$ cat config.mk
export PLATFORM = sky130hd
export DESIGN_NAME = sipo_capture
export DESIGN_NICKNAME = d
export VERILOG_FILES = /design/src/rtl/sipo_capture_pkg.sv /design/src/rtl/sipo_shreg.sv /design/src/rtl/sipo_capture.sv
export SDC_FILE = /design/constraint.sdc
export NUM_CORES = 1
export LEC_CHECK = 0
export ABC_CLOCK_PERIOD_IN_PS = 2200
export CORE_ASPECT_RATIO = 1.2
export CORE_MARGIN = 10
export CORE_UTILIZATION = 40
export CTS_BUF_LIST = sky130_fd_sc_hd__clkbuf_2 sky130_fd_sc_hd__clkbuf_4 sky130_fd_sc_hd__clkbuf_8
export DETAILED_ROUTE_END_ITERATION = 8
export PLACE_DENSITY = 0.65
export SETUP_SLACK_MARGIN = 0.3
export SLEW_MARGIN = 5
export SYNTH_ARGS = -nofsm -noshare
export SYNTH_HDL_FRONTEND = slang
export SYNTH_SLANG_ARGS = --single-unit
$ cat constraint.sdc
create_clock -name clk -period 2.2 [get_ports clk]
set_input_delay 0.33 -clock clk [delete_from_list [all_inputs] [get_ports clk]]
set_output_delay 0.33 -clock clk [all_outputs]
set_load 0.02 [all_outputs]
$ cat src/rtl/sipo_capture_pkg.sv
// sipo_capture_pkg: shared state encoding and bit-order constants
package sipo_capture_pkg;
    typedef enum logic {IDLE = 1'b0, COLLECT = 1'b1} state_t;
    localparam logic DIR_LSB_FIRST = 1'b0;
    localparam logic DIR_MSB_FIRST = 1'b1;
endpackage

$ cat src/rtl/sipo_shreg.sv
// sipo_shreg: shift register with hold, insert-at-MSB/LSB and synchronous clear
module sipo_shreg
    import sipo_capture_pkg::*;
#(
    parameter int WIDTH = 8
) (
    input  logic             clk,
    input  logic             reset,
    input  logic             clear,
    input  logic             insert,
    input  logic             dir,
    input  logic             bit_in,
    output logic [WIDTH-1:0] q,
    output logic [WIDTH-1:0] d
);
    always_comb d = (dir == DIR_MSB_FIRST) ? {q[WIDTH-2:0], bit_in} : {bit_in, q[WIDTH-1:1]};
    always_ff @(posedge clk)
        if (reset || clear) q <= '0;
        else if (insert) q <= d;
endmodule

$ cat src/rtl/sipo_capture.sv
// sipo_capture: serial-to-parallel word capture with ready/valid output and overrun flag
module sipo_capture
    import sipo_capture_pkg::*;
#(
    parameter int WIDTH = 8,
    parameter int CW    = $clog2(WIDTH)
) (
    input  logic             clk,
    input  logic             reset,
    input  logic             bit_in,
    input  logic             bit_valid,
    input  logic             dir,
    input  logic             clear,
    input  logic             out_ready,
    output logic [WIDTH-1:0] out_word,
    output logic             out_valid,
    output logic             busy,
    output logic [CW-1:0]    bit_count,
    output logic             overrun
);
    state_t state, state_next;
    logic dir_l, eff_dir, take, last;
    logic [WIDTH-1:0] shreg, word_next;
    always_comb begin
        take    = bit_valid && !clear;
        eff_dir = (state == IDLE) ? dir : dir_l;
        last    = take && state == COLLECT && bit_count == CW'(WIDTH - 1);
    end
    sipo_shreg #(.WIDTH(WIDTH)) u_shreg (
        .clk(clk), .reset(reset), .clear(clear), .insert(take),
        .dir(eff_dir), .bit_in(bit_in), .q(shreg), .d(word_next)
    );
    always_ff @(posedge clk)
        state <= reset ? IDLE : state_next;
    always_comb state_next = clear ? IDLE : !take ? state : last ? IDLE : COLLECT;
    always_comb busy = state == COLLECT;
    always_ff @(posedge clk) begin
        if (reset) begin
            bit_count <= '0;
            dir_l     <= DIR_LSB_FIRST;
            out_word  <= '0;
            out_valid <= 1'b0;
            overrun   <= 1'b0;
        end else begin
            if (clear) bit_count <= '0;
            else if (take) bit_count <= last ? '0 : bit_count + CW'(1);
            if (take && state == IDLE) dir_l <= dir;
            if (last && (!out_valid || out_ready)) begin
                out_word  <= word_next;
                out_valid <= 1'b1;
            end else if (out_ready) out_valid <= 1'b0;
            overrun <= !clear && (overrun || (last && out_valid && !out_ready));
        end
    end
endmodule

* Word-level counts from Yosys, hierarchy flattened
Cells that the tools add are included.
Word-level totals: RAM bits 0, output and inout port bits 14, latch bits 0, ROM bits 0, memories 0, bits of input ports 7, flip-flop bits (word level) 23, logic and storage cells 32
Cells by class: add/subtract/negate cells 1, shift operators 0, equality and inequality tests 1, bitwise operators 1, reduce and logical (&&, ||, !) cells 16, divide/modulo/power cells 0, multipliers 0, muxes and demuxes 6, order comparisons 0
Operators by type and width (count):
- 1-bit logical AND | 8
- 8-bit 2-to-1 mux | 1
- 1-bit 2-to-1 mux | 4
- 3-bit by 1-bit adder with 3-bit output (second input constant) | 1
- 3-bit == test (second input constant) | 1
- 1-bit logical NOT | 3
- 1-bit logical OR | 3
- 3-bit 2-to-1 mux | 1
- 2-bit nonzero test | 1
- 2-bit OR reduction | 1
- 1-bit inverter | 1

* Depth between registers and ports, before layout
word-level depth 8, gate-level depth with buffers 7, gate-level depth less buffers 5

* Modules after synthesis
From an unflattened synthesis, not the netlist that was laid out.
Second synthesis, totals: cells, all modules 113, area, all modules 1113.6 µm²
Modules (own cells, without submodules):
- sipo_capture | instances 1, seq. area each 300.3 µm², area an instance 711.9 µm², cells each 68
- sipo_shreg | instances 1, seq. area each 160.2 µm², area an instance 401.6 µm², cells each 45

* Least setup slack after synthesis
Ideal clock, no wire load.
kind reg2reg, from register bit_count[0], to register out_word[0], slack 0.558 ns, setup time 0.081 ns, buffers on the path 2, data required time 2.119 ns, clock period less this slack 1.642 ns, cell stages (with the launch flop) 8, arrival time 1.561 ns, cell sequence dfxtp_1 -> ha_1 -> ha_1 -> and4b_1 -> buf_2 -> and2_4 -> buf_6 -> a211oi_2
Between the ends: cells in the longest elaborated chain, start to end 3
Ends and longest elaborated chain:
- from (decl) | RTL line sipo_capture.sv:18 | output logic [CW-1:0] bit_count,
- from (signal assigned) | RTL line sipo_capture.sv:46 | else if (take) bit_count <= last ? '0 : bit_count + CW'(1);
- 3-bit == test | RTL line sipo_capture.sv:27 | last = take && state == COLLECT && bit_count == CW'(WIDTH - 1);
- 1-bit logical AND | RTL line sipo_capture.sv:27
- 1-bit logical AND | RTL line sipo_capture.sv:48 | if (last && (!out_valid || out_ready)) begin
- to (signal assigned) | RTL line sipo_capture.sv:49 | out_word <= word_next;
- to (decl) | RTL line sipo_capture.sv:15 | output logic [WIDTH-1:0] out_word,
No other way between the ends. A chain may end at the register's enable or synchronous reset.

* Final worst setup path
from register state, in the netlist busy, to output port busy
RTL lines:
- from (decl) | RTL line sipo_capture.sv:21 | state_t state, state_next;
- from (signal assigned) | RTL line sipo_capture.sv:34 | state <= reset ? IDLE : state_next;
- to (decl) | RTL line sipo_capture.sv:17 | output logic busy,
No word-level cell between the ends.

==> out/metrics.cfg <==
[clock_tree]
cts_tree = done
cts_buffers = 3
postCtsSetupBuffers = 0
cts_resized = 0
cts.path.max_buffers = 2
cts-root-buf = clkbuf_4
clk_pin_slew_ns = 0.13
cts_hold_buffers = 0
insertion_delay_ns = 0.31
htreeDepth = 1
clkSinkCount = 23

[timing]
clock-skew-final_ns = 0.00641
min_period_ns = 1.81
worstMarginPinSlew_ns = 0.476
finalCritPeriodShare = 0.822
drv_slew = 0
setup-tns-final_ns = 0
worst_slack_ns = 0.392
slew-limit-headroom = 0.682
fmax_mhz = 553
hold_viol = 0
setup_viol = 0
rsz0062_at_grt = false

[logic_synthesis]
async_flop_share = 0
yosysSeqAreaShare = 0.466
yosys-top-cells-count = dfxtp_1, a21oi_1, mux2i_1
synth_most_common_cell = dfxtp_1
synthCells = 96
synth.avg_cell_area_sq_um = 10.3
synth_warnings = 0
synthesis.area_sq_um = 988
synth.net_count = 105
ys_ff_latch = 23
synth.distinct_cells = 20
synth_top_area_share = 0.466
netlist_top_cells_area = dfxtp_1, a211oi_2, mux2i_1, a21oi_1, o21ai_0
synthFlopType = dfxtp_1
synth_top_area_cell = dfxtp_1
synth_edf_count = 0

[route]
antenna_left = 0
drtIter0Drc = 21
drc = 0
drt_pass1_iterations = 4
viasPerCell = 5.25
routed_wl_mm = 2.13
wl_per_cell_um = 14.6
num_vias = 767

[floorplan]
die_width_um = 65.4
initial_core_util = 0.424
fp.dieH_um = 74.5
core_sq_um = 2330
num_rows = 19
io_pins = 21
die_area_sq_um = 4870

[global_routing]
antenna_found_initial = 0
grt_max_degree = 26
grt_pass1_wl_mm = 3.39
grt_pass1_vias = 732
grt.total_usage = 0.0894
overflow = 0

[worst_setup_path]
worst-path-buf-inv = 1
worstSetupStartpointType = flop
cpPeakStageDelay_ns = 0.67
crit_type = reg2out
crit_path_cell_trace = clkdlybuf4s50_1
arrival_ns = 1.48
cp.required_ns = 1.87
cp_top_family = buffers and inverters
slowest_stage = clkdlybuf4s50_1
path_max_fanout = 7
setup.worst_path.end_class = output pin

[hold_path]
min_path_type = reg2reg

[cells_and_area]
n_antenna_cell = 0
layout.cells.non_filler = 146
drive_gt1_frac = 0.148
final_util = 0.530
fin_nets = 125
areaGrowthSynthToFinish_pct = 24.8
final_area_sq_um = 1230

[placed_design]
place_ws_ns = 0.410
io_buffers = 20
placedInstanceArea_sq_um = 1210
placed_cells = 142
hpwl_mm = 1.66
gp_congestion = 0.714

[job]
maxCapViolations = 0

[power]
power_leakage_nw = 0.437
ir_drop_mv = 0.352
pwr_density_cell_nw_per_um2 = 562

[outcome]
status = finished clean

-- kinds of logic (layout without fill, tap and decap cells) --
group	count (synthesis)	after routing	synth area share
buffers and inverters	7	26	0.0367
DFF	23	23	0.466
and+or+nand+nor	16	16	0.0975
AOI/OAI and AO/OA	37	37	0.251
muxes	11	11	0.124
adders and majority gates	2	2	0.0253
-- metrics by stage --
step	hold WS, ns	total power, mW
after global routing	0.531	0.728
after detailed placement	0.462	0.512
final	0.487	0.694
after floorplan	0.477	0.484
after CTS	0.493	0.704
after global placement	0.458	0.510
-- cell usage in the layout (no fill, tap or decap), drive strengths merged, types with 2 or more instances in the layout --
cell type	count
a211oi	8
ha	2
dfxtp	23
a21oi	19
clkdlybuf4s50	20
nor2	5
buf	2
mux2i	11
nand3	2
o21ai	9
clkbuf	3
nand2b	3
-- power breakdown --
part	switching, mW	internal (mW)
clock network	0.125	0.0680
registers	0.00739	0.425
logic	0.0359	0.0333
-- worst paths after layout --
| path | from | end | slack, ns | depth (start not counted) |
|---|---|---|---|---|
| hold reg to reg | overrun | overrun | 0.49 | 1 |
| hold / removal | overrun | overrun | 0.49 | 1 |
| setup reg to reg | bit_count[0] | out_word[0] | 0.55 | 5 |
| setup / recovery | busy | busy | 0.39 | 1 |
-- state kept, by name (all words and copies together) (netlist names) --
register   count
out_valid      1
overrun        1
dir_l          1
busy           1
out_word       8
u_shreg.q      8
bit_count      3
-- metal layers --
layer,vias to the layer above,wire length (um),global-route usage
met2,16,1090,0.153
met1,359,868,0.0910
met5,-,0,0
li1,388,-,-
met3,4,124,0.0360
met4,0,46,0.0500
-- layout make-up --
| type | count | area, sq um |
|---|---|---|
| flip-flops and latches | 23 | 460 |
| well taps | 31 | 38.8 |
| clock inverters | 1 | 5.00 |
| fillers | 237 | 1100 |
| multi-input cells | 66 | 492 |
| repair buffers | 22 | 215 |
| clock buffers | 3 | 22.5 |
Power figures use the tool's default switching activity.
